==> src/rtl/instr_decode_stage.sv <==
// Instruction decode stage: splits an instruction word into fields, classifies it,
// and holds results in an output register backed by a one-entry skid register.
module instr_decode_stage #(
    parameter int REG_W   = 5,
    parameter int LIT_W   = 16,
    parameter int XLEN    = 32,
    parameter int EXT_OPS = 1,
    parameter int CNT_W   = 16,
    localparam int INSTR_W = 6 + 2 * REG_W + LIT_W
) (
    input  logic               clk,
    input  logic               rst,
    input  logic               flush,
    input  logic               in_valid,
    output logic               in_ready,
    input  logic [INSTR_W-1:0] in_instr,
    output logic               out_valid,
    input  logic               out_ready,
    output logic [5:0]         out_opcode,
    output logic [REG_W-1:0]   out_rc,
    output logic [REG_W-1:0]   out_ra,
    output logic [REG_W-1:0]   out_rb,
    output logic [XLEN-1:0]    out_lit,
    output logic [2:0]         out_class,
    output logic               out_we,
    output logic               out_illegal,
    output logic [CNT_W-1:0]   decode_count,
    output logic [CNT_W-1:0]   illegal_count
);

    localparam int DEC_W = 6 + 3 * REG_W + XLEN + 5;

    // Packed decode result: {opcode, rc, ra, rb, lit, class, we, illegal}
    function automatic logic [DEC_W-1:0] decode_word(input logic [INSTR_W-1:0] w);
        logic [5:0]       op;
        logic [REG_W-1:0] rc;
        logic [REG_W-1:0] ra;
        logic [REG_W-1:0] rb;
        logic [LIT_W-1:0] lit;
        logic [XLEN-1:0]  lit_x;
        logic [2:0]       cls;
        logic             we;
        logic             ill;
        op    = w[INSTR_W-1 -: 6];
        rc    = w[INSTR_W-7 -: REG_W];
        ra    = w[INSTR_W-7-REG_W -: REG_W];
        lit   = w[LIT_W-1:0];
        rb    = lit[LIT_W-1 -: REG_W];
        lit_x = XLEN'($signed(lit));
        cls   = 3'd7;
        we    = 1'b0;
        case (op[5:4])
            2'b10: begin
                if (op[2:0] != 3'b111) begin
                    cls = 3'd0;
                    we  = 1'b1;
                end else begin
                    cls = 3'd7;
                end
            end
            2'b11: begin
                if (op[2:0] != 3'b111) begin
                    cls = 3'd1;
                    we  = 1'b1;
                end else begin
                    cls = 3'd7;
                end
            end
            2'b01: begin
                if (op[3]) begin
                    case (op[2:0])
                        3'b000: begin cls = 3'd2; we = 1'b1; end
                        3'b001: begin cls = 3'd2; we = 1'b0; end
                        3'b011, 3'b100, 3'b101: begin cls = 3'd3; we = 1'b1; end
                        3'b010, 3'b110: begin
                            cls = (EXT_OPS != 0) ? 3'd4 : 3'd7;
                            we  = 1'b0;
                        end
                        3'b111: begin
                            cls = (EXT_OPS != 0) ? 3'd2 : 3'd7;
                            we  = (EXT_OPS != 0);
                        end
                        default: begin cls = 3'd7; we = 1'b0; end
                    endcase
                end else begin
                    cls = 3'd7;
                end
            end
            default: cls = 3'd7;
        endcase
        ill = (cls == 3'd7);
        // The all-ones register reads as zero, so writes to it are suppressed
        if (rc == {REG_W{1'b1}}) begin
            we = 1'b0;
        end else begin
            we = we & ~ill;
        end
        return {op, rc, ra, rb, lit_x, cls, we, ill};
    endfunction

    logic [DEC_W-1:0] dec_s;
    logic [DEC_W-1:0] out_r;
    logic [DEC_W-1:0] skid_r;
    logic             out_valid_r;
    logic             skid_valid_r;
    logic             in_ready_r;
    logic [CNT_W-1:0] decode_count_r;
    logic [CNT_W-1:0] illegal_count_r;
    logic             in_fire_s;
    logic             out_fire_s;

    assign dec_s      = decode_word(in_instr);
    assign in_fire_s  = in_valid & in_ready_r;
    assign out_fire_s = out_valid_r & out_ready;

    // Output/skid register control; skid only fills while the output is stalled
    always_ff @(posedge clk or posedge rst) begin
        if (rst) begin
            out_r        <= {DEC_W{1'b0}};
            skid_r       <= {DEC_W{1'b0}};
            out_valid_r  <= 1'b0;
            skid_valid_r <= 1'b0;
            in_ready_r   <= 1'b1;
        end else if (flush) begin
            out_valid_r  <= 1'b0;
            skid_valid_r <= 1'b0;
            in_ready_r   <= 1'b1;
        end else if (out_fire_s || !out_valid_r) begin
            if (skid_valid_r) begin
                out_r        <= skid_r;
                out_valid_r  <= 1'b1;
                skid_valid_r <= 1'b0;
                in_ready_r   <= 1'b1;
            end else if (in_fire_s) begin
                out_r       <= dec_s;
                out_valid_r <= 1'b1;
            end else begin
                out_valid_r <= 1'b0;
            end
        end else if (in_fire_s) begin
            skid_r       <= dec_s;
            skid_valid_r <= 1'b1;
            in_ready_r   <= 1'b0;
        end
    end

    // Saturating statistics counters; flush does not touch them
    always_ff @(posedge clk or posedge rst) begin
        if (rst) begin
            decode_count_r  <= {CNT_W{1'b0}};
            illegal_count_r <= {CNT_W{1'b0}};
        end else if (out_fire_s) begin
            if (decode_count_r != {CNT_W{1'b1}}) begin
                decode_count_r <= decode_count_r + CNT_W'(1);
            end
            if (out_r[0] && (illegal_count_r != {CNT_W{1'b1}})) begin
                illegal_count_r <= illegal_count_r + CNT_W'(1);
            end
        end
    end

    assign in_ready      = in_ready_r;
    assign out_valid     = out_valid_r;
    assign decode_count  = decode_count_r;
    assign illegal_count = illegal_count_r;
    assign {out_opcode, out_rc, out_ra, out_rb, out_lit, out_class, out_we, out_illegal} = out_r;

endmodule

==> config.mk <==
export PLATFORM = sky130hd
export DESIGN_NAME = instr_decode_stage
export DESIGN_NICKNAME = d
export VERILOG_FILES = /design/src/rtl/instr_decode_stage.sv
export SDC_FILE = /design/constraint.sdc
export NUM_CORES = 1
export LEC_CHECK = 0
export CORE_ASPECT_RATIO = 0.6
export CORE_MARGIN = 2
export CORE_UTILIZATION = 49
export DETAILED_ROUTE_END_ITERATION = 10
export PLACE_DENSITY = 0.91
export REMOVE_ABC_BUFFERS = 1
export SYNTH_ARGS = -nofsm -noshare
export SYNTH_HDL_FRONTEND = slang
export SYNTH_SLANG_ARGS = --single-unit
==> constraint.sdc <==
create_clock -name clk -period 4.2 [get_ports clk]
set_input_delay 0.84 -clock clk [delete_from_list [all_inputs] [get_ports clk]]
set_output_delay 0.84 -clock clk [all_outputs]
set_load 0.05 [all_outputs]
==> results of run 1 <==
-- layout by cell type (no fill, tap or decap), types with 2 or more instances in the layout --
master	instances
o21a_1	3
inv_1	6
clkbuf_16	9
dfrtp_1	107
clkinvlp_4	2
nor3_1	4
a31oi_1	2
clkdlybuf4s50_1	128
nand3_1	15
nand2_1	19
ha_1	5
and4_1	2
o211a_1	2
nand4_1	11
o21ai_0	6
xnor2_1	13
xor2_1	12
nand2b_1	2
clkinv_2	2
mux2_2	33
o31ai_1	3
and3_1	7
a21oi_1	44
o211ai_1	2
nor3_2	2
nor4_1	6
buf_4	4
nor2b_1	4
nor2_1	39
mux2i_1	33
and2_1	3
-- power groups by stage --
stage | sequential (W) | clock [W] | combinational [W]
global placement | 0.00143 | 0 | 0.00122
finish | 0.00143 | 0.000775 | 0.00124
global route | 0.00146 | 0.000842 | 0.00130
CTS | 0.00143 | 0.000801 | 0.00125
floorplan | 0.00195 | 0 | 0.000282
detailed placement | 0.00145 | 0 | 0.00125
-- through the flow --
stage	cells	util (%)	setup TNS (ps)	hold WS (ps)
2_1_floorplan	407	-	-100300	442
3_3_place_gp	675	63.5	0	458
3_5_place_dp	675	63.5	0	464
4_1_cts	690	66.2	0	478
5_1_grt	690	66.2	0	508
6_report	690	66.2	0	475
-- sequential cells by signal, indices dropped and copies added, names as in the netlist --
signal,count
skid_r,37
out_valid,1
out_r,37
illegal_count,16
skid_valid_r,1
decode_count,16
in_ready,1
-- layout make-up --
class	instances	area, um^2
inverters	7	28.8
clock inverters	4	25.0
fillers	762	3370
multi-input cells	291	2090
clock buffers	11	243
flip-flops and latches	109	2730
repair buffers	133	1330
well taps	135	169
-- worst paths after layout --
kind                            startpoint              end  cells after the start
min in group asynchronous              rst        out_r[50]                      2
worst min-delay path             skid_r[1]        skid_r[1]                      2
worst min register to register   skid_r[1]        skid_r[1]                      2
worst max register to register   out_valid        skid_r[0]                      4
worst max-delay path             out_r[41]      out_lit[16]                      1
max in group asynchronous              rst  decode_count[4]                      3
-- routing by layer --
layer / vias to the layer above / wire (um)
met5: - / 0
met4: 0 / 165
met3: 15 / 687
met2: 129 / 5030
met1: 1813 / 5000
li1: 1767 / -
-- cells by family (layout without fill, tap and decap cells) --
group	Yosys count	in the layout	share of synthesized area, %
xor gates and xnor gates	25	25	4.29
adders and majority gates	5	5	1.23
and+or+nand+nor	123	123	12.7
muxes	67	67	14.1
DFF	109	109	53.5
buffers and inverters	50	155	5.67
AOI/OAI and AO/OA	71	71	8.49
-- Yosys cell counts (all sizes together), types with 2 or more instances --
master / n
dfrtp: 108
nor4: 6
a21oi: 44
nor2b: 4
a31oi: 2
xor2: 12
o21a: 3
nor3: 6
o21ai: 6
ha: 5
and3: 8
and4: 3
o31ai: 3
buf: 37
mux2: 34
nand3: 15
o211a: 2
a2111oi: 2
inv: 7
nand4: 12
o211ai: 2
nand2b: 2
and2: 3
nand2: 19
mux2i: 33
clkbuf: 6
xnor2: 13
nor2: 39
==> results.sh, run 1 <==
export IMPL_fp_coreArea_um2=9980
export IMPL_h_tree_depth=3
export IMPL_nets=593
export IMPL_period_share_pct=65.8
export IMPL_outcome="finished clean"
export IMPL_power_w=0.00344
export IMPL_place_ws_ps=1090
export IMPL_layout_min_cycle_time_ps=2760
export IMPL_path_buf_inv=1
export IMPL_use_met1_pct=27.9
export IMPL_grt_max_degree=84
export IMPL_cp_start_kind="flop"
export IMPL_wire_per_inst_um=15.8
export IMPL_antenna_found_initial=0
export IMPL_hpwl_mm=7.59
export IMPL_antenna_cells=0
export IMPL_ys_ff_latch=109
export IMPL_yosysTopAreaCellShare_pct=53.0
export IMPL_cap_violations=0
export IMPL_io_buffer_count=128
export IMPL_track_usage_pct=19.9
export IMPL_synth_avg_cell_area_um2=11.3
export IMPL_cts_tree="done"
export IMPL_worst_ep_required_time_ps=3360
export IMPL_ys_warn_count=0
export IMPL_setup_viol=0
export IMPL_leakage_nw=2.75
export IMPL_die_w_um=136
export IMPL_ys_flop_type="dfrtp_1"
export IMPL_crit_type="flop to primary output"
export IMPL_min_path_type="flop to flop"
export IMPL_swShare_pct=38.4
export IMPL_clk_path_buf_depth=2
export IMPL_path_max_fanout=19
export IMPL_final_area_um2=6610
export IMPL_critPathTopFamily="buffers and inverters"
export IMPL_r2r_slack_ps=2010
export IMPL_grt_first_pass_wirelength_mm=18.0
export IMPL_seq_area_frac_synth_pct=53.5
export IMPL_drive_above_1_share_pct=11.9
export IMPL_hold_viol_final=0
export IMPL_power_density_nw_per_um2=521
export IMPL_timing_fmax_mhz=362
export IMPL_ys_top_cells_by_area="dfrtp_1 (53%), mux2_2 (7.3%), mux2i_1 (6.5%)"
export IMPL_endpoint_kind="primary output"
export IMPL_cpMaxStageDelayCell="clkdlybuf4s50_1"
export IMPL_worstMarginPinSlew_ps=1020
export IMPL_viasPerCell=5.40
export IMPL_dr_total_vias=3724
export IMPL_synth_distinct_cells=51
export IMPL_first_global_vias=3628
export IMPL_timing_slew_headroom_pct=32.2
export IMPL_grt_busiest_layer="met2"
export IMPL_synth_largest_area_cell="dfrtp_1"
export IMPL_p_sw_w=0.00132
export IMPL_ys_async_sr_fraction_pct=100
export IMPL_cts_hold_buf=0
export IMPL_maxSlewViolCount=0
export IMPL_synth_enable_flop_cells=0
export IMPL_skew_ps=6.27
export IMPL_setup_slack_ps=1440
export IMPL_routabilityCongestion=0.825
export IMPL_clockPowerShare_pct=22.5
export IMPL_met3_usage_pct=5.31
export IMPL_post_cts_buffers=0
export IMPL_placed_cell_area_um2=6340
export IMPL_design_die_area_um2=11300
export IMPL_rows=28
export IMPL_post_cts_resized=0
export IMPL_synth_area_um2=5100
export IMPL_met2_usage_pct=30.2
export IMPL_start_util_pct=51.1
export IMPL_drtIter0Drc=182
export IMPL_cp_slowest_stage_delay_ps=930
export IMPL_rsz0062_at_grt="false"
export IMPL_die_height_um=83.0
export IMPL_synthToLayoutAreaGrowth_pct=29.7
export IMPL_routed_wl_mm=10.9
export IMPL_cts_buffers=9
export IMPL_clkSinkCount=109
export IMPL_io_pins=129
export IMPL_clk_pin_slew_ps=70
export IMPL_worstPathArrival_ps=1920
export IMPL_firstDrtPassIters=5
export IMPL_drtAntennaViolNets=0
export IMPL_crit_chain="clkdlybuf4s50_1"
export IMPL_clk_latency_ps=340
export IMPL_peakVddDrop_mv=0.315
export IMPL_cts_root_buffer="clkbuf_16"
export IMPL_comb_power_share_pct=36.0
export IMPL_drc=0
export IMPL_syn_inst=450
export IMPL_intPower_w=0.00212
export IMPL_gr_total_overflow=0
export IMPL_pwr_share_seq_pct=41.5
Power figures use the tool's default switching activity.
==> run 2, diff against run 1 <==
clock period = 2.75 ns   (was 4.2 ns; I/O delays follow)
==> run 2 against run 1 <==
  * Via count shrank 1.3%
  * Hold slack barely moved
  * Worst setup slack lost 1100 ps
  * Die area is the same
  * Power grew 55%
  * Utilization increased by 0.39 points
  * Cell count increased by 0.14%
  * First-iteration DRC count increased by 12%
  * Register-to-register slack worse by 1200 ps
  * Flip-flop and latch count unchanged
  * Non-clock buffer count unchanged
  * Critical path type unchanged
  * Highest routed layer unchanged
==> results.sh, run 2 (same netlist as run 1, synthesis figures left out) <==
export IMPL_outcome="finished clean"
export IMPL_layout_min_cycle_time_ps=2430
export IMPL_hpwl_mm=7.71
export IMPL_h_tree_depth=3
export IMPL_r2r_slack_ps=850
export IMPL_cp_start_kind="flop"
export IMPL_design_die_area_um2=11300
export IMPL_gr_total_overflow=0
export IMPL_clk_pin_slew_ps=80
export IMPL_crit_type="flop to primary output"
export IMPL_utilization_pct=66.6
export IMPL_cts_tree="done"
export IMPL_rr_worst_depth=4
export IMPL_routed_wl_mm=11.0
export IMPL_synthToLayoutAreaGrowth_pct=30.5
export IMPL_drc=0
export IMPL_min_path_cells=2
export IMPL_first_global_vias=3643
export IMPL_worstPathArrival_ps=1880
export IMPL_worst_ep_required_time_ps=2200
export IMPL_clkSinkCount=109
export IMPL_reg_top3="out_r (37), skid_r (37)"
export IMPL_clk_latency_ps=340
export IMPL_r2r_start="decode_count[11]"
export IMPL_io_pins=129
export IMPL_final_cell_mix="clkdlybuf4s50_1 (128), dfrtp_1 (107), a21oi_1 (44)"
export IMPL_nets=593
export IMPL_firstDrtPassIters=4
export IMPL_cts_root_buffer="clkbuf_16"
export IMPL_track_usage_pct=20.0
export IMPL_antenna_cells=0
export IMPL_skew_ps=9.82
export IMPL_layout_commonest_cell="clkdlybuf4s50_1"
export IMPL_wire_per_inst_um=15.9
export IMPL_die_w_um=136
export IMPL_rows=28
export IMPL_min_delay_start="skid_r[1]"
export IMPL_cts_buffers=9
export IMPL_setup_viol=0
export IMPL_path_max_fanout=19
export IMPL_post_cts_resized=0
export IMPL_cp_slowest_stage_delay_ps=910
export IMPL_cap_violations=0
export IMPL_hold_viol_final=0
export IMPL_cpMaxStageDelayCell="clkdlybuf4s50_1"
export IMPL_post_cts_buffers=0
export IMPL_dr_total_vias=3675
export IMPL_n_fill_cell=735
export IMPL_die_height_um=83.0
export IMPL_endpoint_kind="primary output"
export IMPL_rsz0062_at_grt="false"
export IMPL_timing_rr_end="decode_count[1]"
export IMPL_fp_coreArea_um2=9980
export IMPL_antenna_found_initial=0
export IMPL_leakage_nw=2.77
export IMPL_maxSlewViolCount=0
export IMPL_routabilityCongestion=0.803
export IMPL_setup_tns_ps=0
export IMPL_timing_fmax_mhz=411
export IMPL_worstMarginPinSlew_ps=601
export IMPL_cts_hold_buf=0
export IMPL_start_util_pct=51.1
export IMPL_drtAntennaViolNets=0
export IMPL_io_buffer_count=128
export IMPL_clk_path_buf_depth=2
export IMPL_drtIter0Drc=203
export IMPL_period_share_pct=88.5
export IMPL_hold_end="skid_r[1]"
export IMPL_crit_chain="clkdlybuf4s50_1"
export IMPL_drive_above_1_share_pct=12.2
export IMPL_min_path_type="flop to flop"
export IMPL_power_density_nw_per_um2=804
export IMPL_peakVddDrop_mv=0.445
export IMPL_grt_first_pass_wirelength_mm=18.3
export IMPL_timing_slew_headroom_pct=59.6
export IMPL_path_buf_inv=1
export IMPL_grt_max_degree=110
export IMPL_viasPerCell=5.32
export IMPL_critPathTopFamily="buffers and inverters"
## run 2: where the power goes
part	switching, W	total, W	internal (W)
Sequential	0.000263	0.00219	0.00192
Combinational	0.00121	0.00189	0.000685
Clock	0.000591	0.00127	0.000677
Total	0.00206	0.00535	0.00329
## run 2: how the worst max path moves through the flow
stage	startpoint	to	slack, ps	cells past startpoint
2_1_floorplan	out_r[41]	out_lit[15]	-3460	0
3_3_place_gp	in_instr[27]	out_r[0]	360	6
3_5_place_dp	in_instr[27]	skid_r[1]	260	6
4_1_cts	out_r[41]	out_lit[16]	280	1
5_1_grt	out_r[41]	out_lit[16]	190	1
6_report	out_r[41]	out_lit[23]	320	1
## run 2: cell type report
cell class,instances,area [um^2],area share [%]
Sequential cell,109,2730,41.0
Clock inverter,5,41.3,0.621
Timing Repair Buffer,133,1340,20.2
Clock buffer,11,253,3.80
Multi-Input combinational cell,291,2090,31.4
Inverter,7,28.8,0.433
Tap cell,135,169,2.54
## run 2: through the flow
step                      std cells  setup WS (ps)  hold WS (ps)  total power (W)  area (um^2)
final                           691            316           474          0.00535         6650
after global routing            691            186           510          0.00560         6650
after CTS                       691            280           480          0.00539         6650
after global placement          675            362           452          0.00404         6360
after floorplan                 407          -3460           442          0.00341         4840
after detailed placement        675            258           462          0.00412         6360
## run 2: routing by layer
metal	global-route usage, %	up-vias	routed length [um]
li1	-	1776	-
met5	0	-	0
met2	31.4	92	5140
met3	5.25	8	626
met1	28.0	1799	5140
met4	4.36	0	92
==> run 3, diff against run 2 <==
CORE_UTILIZATION = 55   (was 49)
DONT_BUFFER_PORTS = 1   (was not set)
PLACE_DENSITY = 0.81   (was 0.91)
TNS_END_PERCENT = 10   (was not set)
==> run 3 against run 2 <==
  * Design area fell by 16%
  * Global-route usage grew 1.9 points
  * Wire length down 5.1%
  * Critical endpoint is now illegal_count[1]
==> results.sh, run 3 (same netlist as run 1, synthesis figures left out) <==
export IMPL_stdcell_count=565
export IMPL_maxSlewViolCount=0
export IMPL_cap_violations=0
export IMPL_synthToLayoutAreaGrowth_pct=9.91
export IMPL_hold_ws_ps=93.2
export IMPL_r2r_slack_ps=540
export IMPL_drtAntennaViolNets=0
export IMPL_layout_min_cycle_time_ps=2210
export IMPL_worstPathArrival_ps=2430
export IMPL_post_cts_resized=0
export IMPL_rsz0062_at_grt="false"
export IMPL_clkSinkCount=109
export IMPL_start_util_pct=56.1
export IMPL_swShare_pct=38.4
export IMPL_drive_above_1_share_pct=20.0
export IMPL_viasPerCell=5.96
export IMPL_reg_top3="out_r (37), skid_r (37)"
export IMPL_hpwl_mm=7.48
export IMPL_cts_hold_buf=0
export IMPL_timing_rr_end="illegal_count[1]"
export IMPL_timing_slew_headroom_pct=39.3
export IMPL_wire_per_inst_um=18.5
export IMPL_clk_pin_slew_ps=70
export IMPL_hold_viol_final=0
export IMPL_routabilityCongestion=0.849
export IMPL_worstMarginPinSlew_ps=911
export IMPL_crit_type="flop to flop"
export IMPL_io_pins=129
export IMPL_design_die_area_um2=10100
export IMPL_clk_path_buf_depth=2
export IMPL_routed_wl_mm=10.4
export IMPL_cp_start_kind="flop"
export IMPL_pwr_share_seq_pct=51.9
export IMPL_track_usage_pct=21.9
export IMPL_final_cell_mix="dfrtp_1 (106), a21oi_1 (44), nor2_1 (39)"
export IMPL_p_sw_w=0.00197
export IMPL_drc=0
export IMPL_utilization_pct=61.7
export IMPL_grt_first_pass_wirelength_mm=17.3
export IMPL_io_buffer_count=0
export IMPL_r2r_start="illegal_count[0]"
export IMPL_firstDrtPassIters=4
export IMPL_die_w_um=128
export IMPL_peakVddDrop_mv=0.561
export IMPL_cts_buffers=9
export IMPL_setup_viol=0
export IMPL_die_height_um=78.6
export IMPL_dr_total_vias=3365
export IMPL_worst_ep_required_time_ps=2970
export IMPL_dpl_cell_count=549
export IMPL_post_cts_buffers=0
export IMPL_power_density_nw_per_um2=916
export IMPL_outcome="finished clean"
export IMPL_comb_power_share_pct=19.4
export IMPL_timing_fmax_mhz=453
export IMPL_clk_latency_ps=340
export IMPL_layout_commonest_cell="dfrtp_1"
export IMPL_nets=486
export IMPL_skew_ps=5.88
export IMPL_antenna_found_initial=0
export IMPL_grt_max_degree=75
export IMPL_rows=27
export IMPL_h_tree_depth=3
export IMPL_period_share_pct=80.3
export IMPL_cts_root_buffer="clkbuf_16"
export IMPL_rr_worst_depth=5
export IMPL_gr_total_overflow=0
export IMPL_endpoint_kind="flop"
export IMPL_first_global_vias=3478
export IMPL_intPower_w=0.00316
export IMPL_min_path_type="input pin to asynchronous set/reset pin"
export IMPL_leakage_nw=2.42
export IMPL_clockPowerShare_pct=28.6
export IMPL_cts_tree="done"
export IMPL_antenna_cells=0
export IMPL_drtIter0Drc=181
export IMPL_fp_coreArea_um2=9090
export IMPL_path_max_fanout=7
export IMPL_setup_tns_ps=0
==> run 3: cell types whose count changed in the layout (fill, tap and decap cells not counted), sizes merged <==
cell | before | now
buf | 5 | 26
inv | 10 | 9
bufinv | 0 | 3
clkbuf | 11 | 9
clkdlybuf4s50 | 128 | 0
==> run 3: power by group through the flow <==
stage | Sequential [W] | Combinational, W | Clock (W)
2_1_floorplan | 0.00298 | 0.000431 | 0
3_3_place_gp | 0.00268 | 0.000959 | 0
3_5_place_dp | 0.00269 | 0.00101 | 0
4_1_cts | 0.00267 | 0.00101 | 0.00151
5_1_grt | 0.00271 | 0.00109 | 0.00158
6_report | 0.00267 | 0.000996 | 0.00147
==> run 3: final cells by class <==
| class | instances | area (um^2) |
|---|---|---|
| multi-input cells | 291 | 2090 |
| repair buffers | 26 | 265 |
| clock buffers | 9 | 225 |
| flip-flops and latches | 109 | 2730 |
| clock inverters | 7 | 120 |
| inverters | 7 | 28.8 |
| well taps | 116 | 145 |
| fillers | 735 | 3480 |
==> run 3: per-stage QoR <==
step	worst slack, ps	area [um^2]	power (W)
floorplan	-3460	4840	0.00341
global placement	654	5260	0.00363
detailed placement	588	5260	0.00370
CTS	557	5600	0.00519
global route	372	5600	0.00538
finish	541	5600	0.00513
==> run 3: how the worst max path moves through the flow <==
stage,from,endpoint,slack (ps),depth (start not counted)
after floorplan,out_r[41],out_lit[15],-3460,0
after global placement,decode_count[14],decode_count[1],650,4
after detailed placement,in_instr[26],out_r[1],590,5
after CTS,illegal_count[0],illegal_count[14],560,5
after global routing,illegal_count[1],illegal_count[14],370,5
final,illegal_count[0],illegal_count[1],540,5
==> run 3: critical path, stage by stage (launching register included) <==
cell	delay, ps
dfrtp_1	710
ha_1	350
inv_1	110
nor3_2	430
a21oi_1	200
mux2_2	310
==> run 3: routing by layer <==
| layer | wire length [um] | vias to the layer above | track usage, % |
|---|---|---|---|
| met2 | 4780 | 121 | 33.6 |
| met3 | 1070 | 7 | 9.95 |
| met1 | 4530 | 1686 | 28.9 |
| li1 | - | 1551 | - |
| met5 | 0 | - | 0 |
| met4 | 57 | 0 | 4.40 |
==> edit, RTL diff (config.mk and constraints of run 2) <==
Put one more register stage on the output `illegal_count`, cleared by the reset. The value now appears one clock later. The other outputs are not delayed to match.
--- a/src/rtl/instr_decode_stage.sv
+++ b/src/rtl/instr_decode_stage.sv
@@ -162,7 +162,13 @@
     assign in_ready      = in_ready_r;
     assign out_valid     = out_valid_r;
     assign decode_count  = decode_count_r;
-    assign illegal_count = illegal_count_r;
+    always_ff @(posedge clk or posedge rst) begin
+        if (rst) begin
+            illegal_count <= '0;
+        end else begin
+            illegal_count <= illegal_count_r;
+        end
+    end
     assign {out_opcode, out_rc, out_ra, out_rb, out_lit, out_class, out_we, out_illegal} = out_r;
 
 endmodule
Behaviour: not the same (Yosys sat finds a counterexample within 4 cycles, from zero or initial values and one cycle with rst high).
==> edit against run 2 <==
Combinational power is 2% lower. Setup slack got worse by 110 ps. Sequential share of layout area up 0.77 points. Wire length grew 15%. Count of clock-buffer cells in the layout increased by 10. Cell area rose by 13%. Synthesized area is 9.1% higher. Power increased by 24%. Sequential cell count increased by 16.
==> edit: results <==
metrics = {
    "sta": {
        "skew_ps": 7.597,
        "slew_headroom_pct": 55.56,
    },
    "cells_and_area": {
        "drive_gt1_share_pct": 9.215,
        "nFillCells": 839,
        "final_nets": 691,
    },
    "global_route": {
        "grt_pass1_vias": 4065,
        "antenna_found_initial": 0,
        "grt_pass1_wl_um": 20020,
        "grtUsageTotal_pct": 20.94,
        "grt_start_max_net_pins": 126,
    },
    "route": {
        "viasPerCell": 5.268,
        "drt_iter0_drc": 237,
        "routed_wl_um": 12690,
        "wl_per_cell_um": 15.75,
    },
    "worst_setup_path": {
        "cpPeakStageDelay_ps": 930,
        "crit_path_max_fanout": 19,
        "slowest_stage": "clkdlybuf4s50_1",
    },
    "logic_synthesis": {
        "yosys-top-cells-area": "dfrtp_1, nand2_1, mux2i_1, a21oi_1, nor2_1",
        "synthTopCellsByCount": "dfrtp_1, nand2_1, nor2_1",
        "synth_cell_type_count": 54,
        "ys_seq_area_share_pct": 56.24,
        "syn_inst": 535,
    },
    "clock_tree": {
        "cts_made_buffers": 17,
        "cts_root_buf": "clkbuf_16",
        "h-tree-depth": 4,
        "clk_latency_ps": 400,
        "path_clk_slew_ps": 50,
    },
    "placed_design": {
        "placedCellCount": 774,
        "dpl_worst_slack_ps": 309.8,
        "place_hpwl_um": 8409,
        "placed_area_um2": 6870,
        "gp_congestion": 0.7780,
    },
    "pwr": {
        "vdd_drop_max_v": 0.0004366,
        "p_leak_nw": 3.315,
    },
    "status": {
        "status": "finished clean",
    },
}
edit: cell count changes in the layout (fill, tap and decap cells not counted), moves of 3 or more:
cell	run 2	this run
buf_4	3	8
clkbuf_1	0	3
nand2_1	19	113
dfrtp_1	107	123
nor2_1	39	43
nor4_1	6	1
clkbuf_16	9	17
a21oi_1	44	38
bufinv_16	0	4
mux2_2	33	4
nor3_1	4	9
edit: final cells by class:
cell class | instances | area, µm² | area share [%]
clock buffers | 21 | 450.4 | 6.016
flip-flops and latches | 125 | 3131 | 41.81
inverters | 7 | 28.78 | 0.3844
multi-input cells | 360 | 2150 | 28.71
repair buffers | 138 | 1381 | 18.45
well taps | 144 | 180.2 | 2.406
clock inverters | 11 | 166.4 | 2.223
edit: path summary, 6_finish.rpt:
kind                       slack, ps  cells after the start               start            endpoint
max                              200                      1           out_r[41]         out_lit[27]
min                              450                      0  illegal_count_r[4]    illegal_count[4]
max reg2reg                      780                      5  illegal_count_r[0]  illegal_count_r[1]
min reg2reg                      450                      0  illegal_count_r[4]    illegal_count[4]
max in group asynchronous       1550                      3                 rst        skid_valid_r
min in group asynchronous        660                      3                 rst            out_r[7]
edit: cells by family after synthesis:
kind of cell             count (synthesis)  synth area share [%]
XOR/XNOR                                24                 3.778
multiplexers                            38                 7.016
AND/OR/NAND/NOR                        228                 19.50
AO/OA/AOI/OAI                           65                 7.039
flip-flops                             125                 56.24
adder cells (fa/ha/maj)                  5                 1.124
buffers and inverters                   50                 5.307
edit: metal layers:
metal	part of all wire (%)	up-vias	GRT usage, %
met4	0.78	0	8.000
met1	46	2097	27.57
met5	0	-	0
li1	-	2033	-
met2	50	106	34.29
met3	4.0	10	4.917
edit: report_power, final:
part / switching, mW / internal [mW]
logic: 1.22 / 0.633
registers: 0.275 / 2.18
clock network: 0.800 / 1.54
